$ cat config.mk
export PLATFORM = sky130hd
export DESIGN_NAME = imm_ext
export DESIGN_NICKNAME = d
export VERILOG_FILES = /design/src/rtl/imm_ext.sv
export SDC_FILE = /design/constraint.sdc
export NUM_CORES = 1
export LEC_CHECK = 0
export BUFFER_PORTS_ARGS = -buffer_cell sky130_fd_sc_hd__buf_4
export CAP_MARGIN = 30
export CELL_PAD_IN_SITES_DETAIL_PLACEMENT = 1
export CELL_PAD_IN_SITES_GLOBAL_PLACEMENT = 2
export CORE_ASPECT_RATIO = 1.2
export CORE_MARGIN = 5
export CORE_UTILIZATION = 26
export CTS_BUF_LIST = sky130_fd_sc_hd__clkbuf_2 sky130_fd_sc_hd__clkbuf_4 sky130_fd_sc_hd__clkbuf_8
export DETAILED_ROUTE_END_ITERATION = 12
export GPL_TIMING_DRIVEN = 0
export PLACE_DENSITY = 0.83
export SLEW_MARGIN = 25
export SYNTH_ARGS = -nofsm -noshare
export SYNTH_HDL_FRONTEND = slang
export SYNTH_SLANG_ARGS = --single-unit
$ cat constraint.sdc
create_clock -name clk -period 3.9 [get_ports clk]
set_clock_uncertainty 0.1 [all_clocks]
set_input_delay 0.78 -clock clk [delete_from_list [all_inputs] [get_ports clk]]
set_output_delay 0.78 -clock clk [all_outputs]
set_load 0.01 [all_outputs]
$ cat src/rtl/imm_ext.sv
// Immediate extender for the MIPS datapath. Provides a combinational result
// and a registered copy with a valid flag and opcode echo.
module imm_ext (
    input  logic        clk,
    input  logic        reset,
    input  logic [15:0] imm,
    input  logic [1:0]  EOp,
    input  logic        in_valid,
    output logic [31:0] ext,
    output logic [31:0] ext_q,
    output logic        out_valid,
    output logic [1:0]  eop_q
);

    typedef enum logic [1:0] {
        EOP_SIGN   = 2'b00,
        EOP_ZERO   = 2'b01,
        EOP_UPPER  = 2'b10,
        EOP_BRANCH = 2'b11
    } eop_e;

    eop_e        eop_sel;
    logic [31:0] ext_d;
    logic [1:0]  eop_d;
    logic        valid_q;

    assign eop_sel = eop_e'(EOp);

    always_comb begin
        ext_d = '0;
        case (eop_sel)
            EOP_SIGN:   ext_d = {{16{imm[15]}}, imm};
            EOP_ZERO:   ext_d = {16'h0000, imm};
            EOP_UPPER:  ext_d = {imm, 16'h0000};
            EOP_BRANCH: ext_d = {{14{imm[15]}}, imm, 2'b00};
            default:    ext_d = '0;
        endcase
    end

    // Payload only advances on a capture so ext_q/eop_q hold while idle.
    always_comb begin
        eop_d = eop_q;
        if (in_valid) begin
            eop_d = EOp;
        end
    end

    always_ff @(posedge clk) begin
        if (reset) begin
            ext_q   <= '0;
            eop_q   <= '0;
            valid_q <= 1'b0;
        end else begin
            valid_q <= in_valid;
            eop_q   <= eop_d;
            if (in_valid) begin
                ext_q <= ext_d;
            end
        end
    end

    assign ext       = ext_d;
    assign out_valid = valid_q;

endmodule

* After elaboration in Yosys (flattened, before gate mapping)
Index checks and enable logic that the tools add are counted.
** Word-level totals
- Register bits :: 35
- Input port bits :: 21
- Output and inout bits :: 67
- Word-level logic and storage cells :: 8
** Cells by class
- Eq/ne operators :: 3
- Multiplexer cells :: 1
- Reduce and logical (&&, ||, !) cells :: 1
** Operators with widths (number)
- case mux 32 bit (4 select lines) :: 1
- equality test 2 bit (second input constant) :: 2
- equality test 2 x 1 -> 1 bit (second input constant) :: 1
- logical NOT 2 bit :: 1

* Depth between registers and ports, before layout
Gate-level depths: netlist (run 1).
- Depth after elaboration :: 2
- Gate-level depth with buffers :: 6
- Gate-level depth less buffers :: 3

* Worst setup path after synthesis (run 1)
OpenSTA, ideal clock, no wires.
- Path type :: input port to output port
- Start :: in EOp[0]
- End :: out ext[16]
- Arrival :: 1625 ps
- Data required time :: 3020 ps
- Setup slack :: 1395 ps
- Stages on the path :: 5
- Cells stage by stage :: buf_2 > buf_2 > mux2_2 > nand2_1 > nand2_1
** On the way
- Word-level cells in the longest chain between the ends :: 2
- Elaborated cells between the ends (all ways) :: 5
- Classes of those cells :: 3 x eq/ne; 1 x mux; 1 x reduce/logical
** RTL lines
- from (decl) :: RTL line 7 : input logic [1:0] EOp,
- equality test 2 bit (tied with other cells) :: RTL line 31 : case (eop_sel)
- case mux 32 bit (4 select lines) * :: RTL line 31
- to (decl) :: RTL line 9 : output logic [31:0] ext,
Every way passes the cells marked *; elsewhere a longest branch is shown, timed or not.

* Final worst setup path (run 1)
- Start :: in imm[15]
- End :: out ext[21]
** On the way
- Word-level cells in the longest chain between the ends :: 1
** RTL lines
- from (decl) :: RTL line 6 : input logic [15:0] imm,
- case mux 32 bit (4 select lines) :: RTL line 31
Every way passes these cells.

==> impl_metrics.csv, run 1 <==
group,metric,value,unit
power_and_ir_drop,p_leak,1.235,nW
final_layout,drive_above_1_share,0.3524,
setup_path,worstSetupPathType,"input port to output pin",
run_status,outcome,"finished clean",
synthesis,syn_nets,243,
setup_path,cp.required,3020,ps
die,top_level_ports,88,
timing,period_minus_slack,2882,ps
global_routing,first_global_vias,1992,
timing,timing.hold.ws,386.7,ps
cts,cts_setup_buffers,0,
timing,slew_violations,0,
routing,vias,1847,
routing,drt_iter0_markers,57,
global_routing,grt_antenna_before_repair,0,
final_layout,final_cell_mix,"85 x buf_4, 55 x nand2_1, 35 x dfxtp_1, 33 x nor2_1, 18 x nor2b_1",
setup_path,endpoint,"ext[21]",
cts,root_buffer,"clkbuf_8",
die,fp.dieH,99.11,microns
final_layout,syn2layout_area_growth,50.11,%
global_routing,grt_overflow,0,
synthesis,ys_ff_latch,35,
placed_design,pre_cts_slack,982.5,ps
synthesis,yosysSeqAreaShare,0.4073,
final_layout,finish.utilization,0.4006,
timing,setup_viol,0,
setup_path,end_kind,"output pin",
min_path,hp-class,"register to register",
timing,period_share,0.7389,
routing,wl_met3,480,microns
die,die_x,84.26,microns
setup_path,cp_max_fo,10,
timing,tns,0,ps
synthesis,yosysWarnings,0,
synthesis,synthCells,222,
die,rows,32,
power_and_ir_drop,pwr_density_cell,380.3,nW/um^2
cts,post_cts_resized,0,
routing,top_layer,"met4",
cts,cts_sinks,35,
job,drv_cap,0,
synthesis,syn_avg_cell_area,7.750,sq um
final_layout,fill_cells,797,
global_routing,grt_use_total,0.1536,
setup_path,regToRegStartpoint,"ext_q[2]$_SDFFE_PP0P_",
placed_design,place.gp.congestion,0.7792,
synthesis,ys_types,22,
setup_path,cp-start-kind,"input port",
global_routing,grt_pass1_wl,10.31,mm
setup_path,slowest_stage,"o21ai_0",
routing,drtPass1Iterations,4,
final_layout,layout_commonest_cell,"buf_4",
die,core-area,6446,sq um
timing,relSlewSlack,0.5650,
setup_path,cp_cell_sequence,"buf_4, and2_1, clkbuf_1, o21ai_0, nand2_1, buf_4",
synthesis,synth-main-ff-cell,"dfxtp_1",
power_and_ir_drop,peakVddDrop,154.1,uV
die,dieArea,8351,sq um
setup_path,worst-r2r-setup-slack,3030,ps
cts,cts_buffer_depth,2,
setup_path,worstSetupStartpoint,"imm[15]",
placed_design,dpl.hpwl,5.148,mm
setup_path,rr_worst_depth,2,
routing,drc,0,
routing,final_antenna_net_count,0,
cts,cts_tree,"yes",
routing,met2_length,3.140,mm
cts,insertion_delay,280,ps
cts,cts_buffers,5,
synthesis,ys_async_sr_fraction,0,
timing,rsz0062_at_grt,"false",
timing,finalHoldViolCount,0,
placed_design,port_buffers,85,
cts,postCtsHoldBufs,0,
synthesis,netlist_area,1720,sq um
die,initial_utilization,0.2669,
timing,fin_ws,1018,ps
timing,worst_pin_slew,652.4,ps
cts,cts_max_level,2,
synthesis,synth_edf_count,0,
cts,clkSlewWorstSetupHoldPaths,80,ps
setup_path,timing.rr.end,"ext_q[2]$_SDFFE_PP0P_",
routing,wl_per_cell,16.07,microns
setup_path,slowest_delay,410,ps
final_layout,num_antenna_cells,0,
routing,drt-met1-wl,2.768,mm
setup_path,cp_common_cell,"buf_4",
setup_path,crit_arrival,2000,ps
routing,wirelength,6.429,mm
global_routing,grt_max_degree,12,
routing,viasPerCell,4.618,
final_layout,layout.nets,335,
timing,clock.fmax,0.3470,GHz
==> metrics by stage <==
stage	cells	cell area [sq um]	power, mW
global placement	392	2465	0.6439
detailed placement	392	2465	0.6475
CTS	400	2582	0.9941
floorplan	222	1720	0.5195
global route	400	2582	1.031
finish	400	2582	0.9822
==> power by group <==
part           total (mW)  switching [mW]  internal [mW]
sequential          0.395          0.0131          0.381
clock               0.348           0.141          0.207
combinational       0.240           0.127          0.112
==> critical path, delay by kind of cell <==
kind            cells  cell delay (ps)
buf+inv             3              520
compound gates      1              410
simple gates        2              290
==> worst min path at each step <==
stage                     cells after the start                endpoint  slack [ps]              startpoint
final                                         2  ext_q[31]$_SDFFE_PP0P_         390  ext_q[31]$_SDFFE_PP0P_
after CTS                                     2  ext_q[31]$_SDFFE_PP0P_         390  ext_q[31]$_SDFFE_PP0P_
after detailed placement                      2  ext_q[31]$_SDFFE_PP0P_         370  ext_q[31]$_SDFFE_PP0P_
after global routing                          2  ext_q[12]$_SDFFE_PP0P_         410  ext_q[12]$_SDFFE_PP0P_
after floorplan                               2  ext_q[31]$_SDFFE_PP0P_         390  ext_q[31]$_SDFFE_PP0P_
after global placement                        2  ext_q[31]$_SDFFE_PP0P_         360  ext_q[31]$_SDFFE_PP0P_
==> registers in the layout, summed over array words and instances (netlist names) <==
register	cells
ext_q	32
eop_q	2
out_valid	1
==> routing by layer <==
| metal | track usage | up-vias |
|---|---|---|
| li1 | - | 923 |
| met1 | 0.1859 | 858 |
| met2 | 0.2600 | 62 |
| met3 | 0.05468 | 4 |
| met4 | 0.03713 | 0 |
| met5 | 0 | - |
==> cell families (layout without fill, tap and decap cells) <==
family / Yosys count / in the layout / share of synthesized area
muxes: 5 / 5 / 0.02982
AOI/OAI and AO/OA: 47 / 47 / 0.2204
buffers and inverters: 24 / 117 / 0.06400
and+or+nand+nor: 111 / 111 / 0.2786
DFF: 35 / 35 / 0.4073
==> cell type report <==
cell class	instances	area, sq um	share of cell area
Clock inverter	2	35.03	0.01357
Multi-Input combinational cell	163	909.6	0.3522
Sequential cell	35	700.7	0.2713
Clock buffer	6	82.58	0.03198
Tap cell	85	106.4	0.04118
Inverter	3	11.26	0.004360
Timing Repair Buffer	85	638.1	0.2471
Buffer	21	98.84	0.03828
==> Yosys cell counts, types with 2 or more instances <==
library cell,number,area (sq um)
mux2i_1,4,40.04
o21ai_0,10,50.05
o21ai_1,4,20.02
and2_1,2,12.51
a311oi_1,13,113.9
clkbuf_1,15,56.30
inv_1,3,11.26
dfxtp_1,35,700.7
a211oi_2,10,125.1
a211oi_1,6,45.04
buf_6,2,22.52
nor2_1,33,123.9
nor2b_1,18,112.6
nand2_1,55,206.5
buf_2,4,20.02
a21oi_1,2,10.01
(Power assumes the default switching activity.)
==> run 2, diff against run 1 <==
--- a/config.mk
+++ b/config.mk
@@ -5,17 +5,18 @@
 export SDC_FILE = /design/constraint.sdc
 export NUM_CORES = 1
 export LEC_CHECK = 0
+export ABC_AREA = 1
 export BUFFER_PORTS_ARGS = -buffer_cell sky130_fd_sc_hd__buf_4
 export CAP_MARGIN = 30
 export CELL_PAD_IN_SITES_DETAIL_PLACEMENT = 1
 export CELL_PAD_IN_SITES_GLOBAL_PLACEMENT = 2
 export CORE_ASPECT_RATIO = 1.2
 export CORE_MARGIN = 5
-export CORE_UTILIZATION = 26
+export CORE_UTILIZATION = 23
 export CTS_BUF_LIST = sky130_fd_sc_hd__clkbuf_2 sky130_fd_sc_hd__clkbuf_4 sky130_fd_sc_hd__clkbuf_8
 export DETAILED_ROUTE_END_ITERATION = 12
 export GPL_TIMING_DRIVEN = 0
-export PLACE_DENSITY = 0.83
+export PLACE_DENSITY = 0.78
 export SLEW_MARGIN = 25
 export SYNTH_ARGS = -nofsm -noshare
 export SYNTH_HDL_FRONTEND = slang
==> constraint.sdc (replaced) <==
create_clock -name clk -period 3 [get_ports clk]
set_clock_uncertainty 0.1 [all_clocks]
set_input_delay 0.6 -clock clk [delete_from_list [all_inputs] [get_ports clk]]
set_output_delay 0.6 -clock clk [all_outputs]
set_load 0.01 [all_outputs]
==> run 2 against run 1 <==
Routed wire length grew 0.33%. Synthesized cell count up 14%. Critical path depth is 1 higher. Sequential share of layout area grew 0.31 points. Synthesized area fell by 0.73%. Combinational power up 32%. Critical endpoint is now ext[31]. Largest cell class unchanged. Largest power group unchanged.
==> impl_metrics.csv, run 2 <==
group,metric,value,unit
setup_path,cp-start-kind,"input port",
synthesis,ys_types,14,
timing,clock.fmax,0.4192,GHz
routing,drc,0,
global_routing,first_global_vias,1974,
die,dieArea,9256,sq um
die,top_level_ports,88,
power_and_ir_drop,peakVddDrop,185.0,uV
synthesis,netlist_area,1708,sq um
timing,period_share,0.7953,
placed_design,pre_cts_slack,607.6,ps
cts,cts_sinks,35,
final_layout,layout_commonest_cell,"buf_4",
final_layout,num_antenna_cells,0,
min_path,hp-class,"register to register",
setup_path,slowest_delay,440,ps
setup_path,cp_cell_sequence,"buf_4, inv_2, clkbuf_1, nand2_1, nand2_1, inv_1, buf_4",
cts,post_cts_resized,0,
cts,cts_setup_buffers,0,
synthesis,syn_nets,275,
cts,cts_buffers,5,
timing,finalHoldViolCount,0,
synthesis,ys_ff_latch,35,
placed_design,dpl.hpwl,5.145,mm
synthesis,yosys-top-cells-area,"dfxtp_1 41%, nor2_1 13%, nand2_1 10%",
synthesis,ys_async_sr_fraction,0,
setup_path,critPathTopFamily,"buffers and inverters",
run_status,outcome,"finished clean",
global_routing,grt_antenna_before_repair,0,
timing,worst_pin_slew,528.4,ps
cts,insertion_delay,280,ps
timing,slew_violations,0,
routing,wirelength,6.450,mm
final_layout,final_cell_mix,"86 x buf_4, 60 x nor2_1, 47 x nand2_1, 35 x dfxtp_1, 25 x o21ai_0",
synthesis,synthTopCellsByCount,"60 x nor2_1, 47 x nand2_1, 35 x dfxtp_1, 25 x o21ai_0, 21 x nand3_1",
routing,viasPerCell,4.387,
die,rows,34,
placed_design,place.gp.congestion,0.6965,
global_routing,grt_use_total,0.1436,
routing,vias,1917,
setup_path,crit_arrival,1690,ps
cts,clkSlewWorstSetupHoldPaths,70,ps
synthesis,yosys.area.top_type,"dfxtp_1",
power_and_ir_drop,pwr_density_cell,464.3,nW/um^2
setup_path,cp.required,2300,ps
synthesis,synth-main-ff-cell,"dfxtp_1",
synthesis,syn_avg_cell_area,6.724,sq um
die,die_x,88.67,microns
setup_path,worstSetupPathType,"input port to output pin",
timing,rsz0062_at_grt,"false",
routing,drt_iter0_markers,52,
cts,root_buffer,"clkbuf_8",
routing,drtPass1Iterations,4,
timing,fin_ws,614.2,ps
global_routing,grt_pass1_wl,10.41,mm
setup_path,worst-path-buf-inv,5,
timing,setup_viol,0,
setup_path,cp_max_fo,10,
final_layout,drive_above_1_share,0.3429,
final_layout,layout.nets,368,
die,fp.dieH,104.4,microns
cts,postCtsHoldBufs,0,
synthesis,synthCells,254,
cts,cts_max_level,2,
timing,period_minus_slack,2386,ps
cts,cts_tree,"yes",
setup_path,end_kind,"output pin",
synthesis,yosysMostFrequentCell,"nor2_1",
synthesis,yosysWarnings,0,
synthesis,yosysSeqAreaShare,0.4103,
global_routing,grt_max_degree,11,
timing,tns,0,ps
setup_path,slowest_stage,"clkbuf_1",
routing,wl_per_cell,14.76,microns
final_layout,largest_reg_flops,32,
routing,final_antenna_net_count,0,
final_layout,syn2layout_area_growth,49.52,%
die,initial_utilization,0.2362,
timing,relSlewSlack,0.6477,
global_routing,grt_overflow,0,
cts,cts_buffer_depth,2,
final_layout,largest-register,"ext_q",
die,core-area,7232,sq um
job,drv_cap,0,
power_and_ir_drop,p_leak,1.420,nW
placed_design,port_buffers,86,
synthesis,synth_edf_count,0,
synthesis,synth_top_area_frac,0.4103,
==> run 2: changes by cell type after synthesis, moves of 8 or more <==
cell,change
nand3_2,+11
nand2_1,-8
nor2_1,+27
a211oi_2,-10
inv_1,+16
clkbuf_1,-8
a311oi_1,-13
o21ai_0,+15
nand3_1,+21
nor2b_1,-18
==> run 2: final cells by class <==
cell class,count,area [sq um]
Buffer,18,106.4
Clock buffer,6,82.58
Clock inverter,1,5.005
Fill cell,946,4678
Inverter,22,82.58
Multi-Input combinational cell,179,818.3
Sequential cell,35,700.7
Tap cell,90,112.6
Timing Repair Buffer,86,645.6
==> run 2: per-stage QoR <==
stage,hold WS [ps],total power [mW],cell area [sq um],util,instances
after floorplan,442.4,0.6740,1708,-,254
after global routing,447.4,1.259,2554,0.3531,437
final,417.8,1.186,2554,0.3531,437
after detailed placement,403.7,0.8489,2466,0.3410,430
after CTS,424.3,1.209,2554,0.3531,437
after global placement,394.1,0.8454,2466,0.3410,430
==> run 2: worst min-delay path, delay by kind of cell, from the launching register on <==
family | cells | cell delay (ps)
AND/OR/NAND/NOR | 1 | 90
AO/OA/AOI/OAI | 1 | 70
flip-flops | 1 | 330
==> run 2: final timing paths <==
check	slack, ps	start	to	cells after the start
worst min-delay path	420	ext_q[30]$_SDFFE_PP0P_	ext_q[30]$_SDFFE_PP0P_	2
worst min register to register	420	ext_q[30]$_SDFFE_PP0P_	ext_q[30]$_SDFFE_PP0P_	2
worst max register to register	2210	ext_q[4]$_SDFFE_PP0P_	ext_q[4]$_SDFFE_PP0P_	4
worst max-delay path	610	EOp[1]	ext[31]	7
==> run 2: logic make-up after synthesis <==
logic type             Yosys count  synth area share
DFF                             35            0.4103
AOI/OAI and AO/OA               39            0.1143
buffers and inverters           40            0.1106
and+or+nand+nor                140            0.3648
==> run 2: power breakdown <==
| group | switching, mW | internal, mW |
|---|---|---|
| Sequential | 0.0163 | 0.497 |
| Combinational | 0.173 | 0.144 |
| Clock | 0.175 | 0.180 |
| Total | 0.364 | 0.822 |
==> run 2: routing by layer <==
layer / track usage / routed length [microns]
met1: 0.1769 / 2741
met3: 0.03170 / 322
met5: 0 / 0
met2: 0.2458 / 3322
met4: 0.03888 / 63
==> run 3, diff against run 2 <==
--- a/config.mk
+++ b/config.mk
@@ -12,11 +12,11 @@
 export CELL_PAD_IN_SITES_GLOBAL_PLACEMENT = 2
 export CORE_ASPECT_RATIO = 1.2
 export CORE_MARGIN = 5
-export CORE_UTILIZATION = 23
+export CORE_UTILIZATION = 21
 export CTS_BUF_LIST = sky130_fd_sc_hd__clkbuf_2 sky130_fd_sc_hd__clkbuf_4 sky130_fd_sc_hd__clkbuf_8
 export DETAILED_ROUTE_END_ITERATION = 12
 export GPL_TIMING_DRIVEN = 0
-export PLACE_DENSITY = 0.78
+export PLACE_DENSITY = 0.75
 export SLEW_MARGIN = 25
 export SYNTH_ARGS = -nofsm -noshare
 export SYNTH_HDL_FRONTEND = slang
==> constraint.sdc (replaced) <==
create_clock -name clk -period 2.05 [get_ports clk]
set_clock_uncertainty 0.1 [all_clocks]
set_input_delay 0.41 -clock clk [delete_from_list [all_inputs] [get_ports clk]]
set_output_delay 0.41 -clock clk [all_outputs]
set_load 0.01 [all_outputs]
==> run 3 against run 2 <==
Core utilization shrank 3.4 points. Largest cell class unchanged. Sequential share of layout area is essentially flat. Sequential cell count is the same. Critical endpoint is now ext[21].
==> impl_metrics.csv, run 3 (synthesized netlist as in run 2, its figures left out) <==
group,metric,value,unit
power_and_ir_drop,p_sw,0.5535,mW
cts,cts_buffer_depth,2,
final_layout,layout_commonest_cell,"buf_4",
routing,drt_iter0_markers,53,
power_and_ir_drop,internal-power,1.175,mW
die,fp.dieH,108.8,microns
timing,finalHoldViolCount,0,
routing,wl_per_cell,15.07,microns
final_layout,num_antenna_cells,0,
die,die_x,92.33,microns
timing,relSlewSlack,0.6414,
final_layout,largest-register,"ext_q",
timing,slew_violations,0,
placed_design,pre_cts_slack,37.91,ps
final_layout,final_cell_mix,"86 x buf_4, 60 x nor2_1, 47 x nand2_1, 35 x dfxtp_1, 25 x o21ai_0",
job,drv_cap,0,
final_layout,layout.nets,367,
min_path,hp-class,"input port to register",
final_layout,largest_reg_flops,32,
timing,period_minus_slack,1792,ps
placed_design,place.gp.congestion,0.7649,
final_layout,design_area,2557,sq um
power_and_ir_drop,p_clk_frac,0.297,
routing,vias,1933,
placed_design,post_dp_cell_area,2472,sq um
cts,insertion_delay,280,ps
timing,clock.fmax,0.5581,GHz
timing,timing.hold.ws,331.3,ps
final_layout,drive_above_1_share,0.3458,
final_layout,syn2layout_area_growth,49.74,%
routing,final_antenna_net_count,0,
timing,setup_viol,0,
global_routing,grt_use_total,0.1338,
power_and_ir_drop,p_total,1.728,mW
setup_path,cp_max_fo,10,
setup_path,cp.required,1540,ps
die,top_level_ports,88,
power_and_ir_drop,p_comb_frac,0.268,
global_routing,first_global_vias,1995,
power_and_ir_drop,p_seq_frac,0.435,
cts,cts_max_level,2,
setup_path,worstSetupPathType,"input port to output pin",
power_and_ir_drop,peakVddDrop,254.2,uV
die,initial_utilization,0.2130,
final_layout,finish.utilization,0.3190,
cts,post_cts_resized,0,
die,core-area,8018,sq um
setup_path,cp-start-kind,"input port",
routing,viasPerCell,4.373,
global_routing,grt_max_degree,13,
global_routing,grt_overflow,0,
setup_path,end_kind,"output pin",
cts,root_buffer,"clkbuf_8",
die,rows,36,
timing,period_share,0.8741,
routing,wirelength,6.660,mm
timing,rsz0062_at_grt,"false",
power_and_ir_drop,swShare,0.3203,
cts,clkSlewWorstSetupHoldPaths,70,ps
timing,fin_ws,258.1,ps
power_and_ir_drop,pwr_density_cell,675.8,nW/um^2
cts,cts_tree,"yes",
setup_path,crit_arrival,1280,ps
power_and_ir_drop,p_leak,1.412,nW
placed_design,dp_cells,435,
timing,worst_pin_slew,538.0,ps
routing,drtPass1Iterations,4,
global_routing,grt_antenna_before_repair,0,
global_routing,grt_pass1_wl,10.49,mm
placed_design,port_buffers,86,
placed_design,dpl.hpwl,5.355,mm
final_layout,fin_cells,442,
cts,cts_buffers,5,
setup_path,worst-r2r-setup-slack,1250,ps
routing,drc,0,
run_status,outcome,"finished clean",
die,dieArea,10040,sq um
timing,tns,0,ps
cts,cts_sinks,35,
-- run 3: cell types whose count changed in the layout (fill, tap and decap cells not counted) --
cell / delta
clkbuf_8: -1
clkbuf_1: -1
clkinvlp_4: +2
-- run 3: path summary, 6_finish.rpt --
kind                                        startpoint                     end  depth (start not counted)
worst max-delay path                            EOp[1]                 ext[21]                          7
worst min-delay path                            imm[1]   ext_q[1]$_SDFFE_PP0P_                          3
worst max register to register   ext_q[5]$_SDFFE_PP0P_   ext_q[5]$_SDFFE_PP0P_                          4
worst min register to register  ext_q[23]$_SDFFE_PP0P_  ext_q[23]$_SDFFE_PP0P_                          2
-- run 3: timing repair --
item                                    in CTS  in global routing
setup buffers                                0                  0
endpoints found under the setup margin       0                  8
hold buffers                                 0                  0
-- run 3: critical path, cell delays in order --
cell and delay [ps]:
buf_4 120, buf_6 130, nor2_1 120, nand2_2 110, buf_6 170, nand3_2 90, buf_4 130
-- run 3: power by group through the flow --
| stage | clock [mW] | combinational [mW] | sequential, mW |
|---|---|---|---|
| 2_1_floorplan | 0 | 0.199 | 0.787 |
| 3_3_place_gp | 0 | 0.471 | 0.766 |
| 3_5_place_dp | 0 | 0.476 | 0.768 |
| 4_1_cts | 0.540 | 0.477 | 0.752 |
| 5_1_grt | 0.568 | 0.516 | 0.757 |
| 6_report | 0.513 | 0.464 | 0.751 |
-- run 3: area by class of cell --
type | instances | area [sq um]
buffer | 17 | 102.6
clock buffer | 5 | 68.82
clock inverter | 3 | 20.02
fill | 1053 | 5460
inverter | 22 | 82.58
multi-input combinational | 179 | 818.3
sequential | 35 | 700.7
tap | 95 | 118.9
timing repair buffer | 86 | 645.6
-- run 3: routing by layer --
metal,vias up,global-route usage,part of all wire
met5,-,0,0
met2,55,0.2400,0.50
met4,0,0.03185,0.0095
li1,978,-,-
met1,893,0.1547,0.42
met3,7,0.04210,0.066
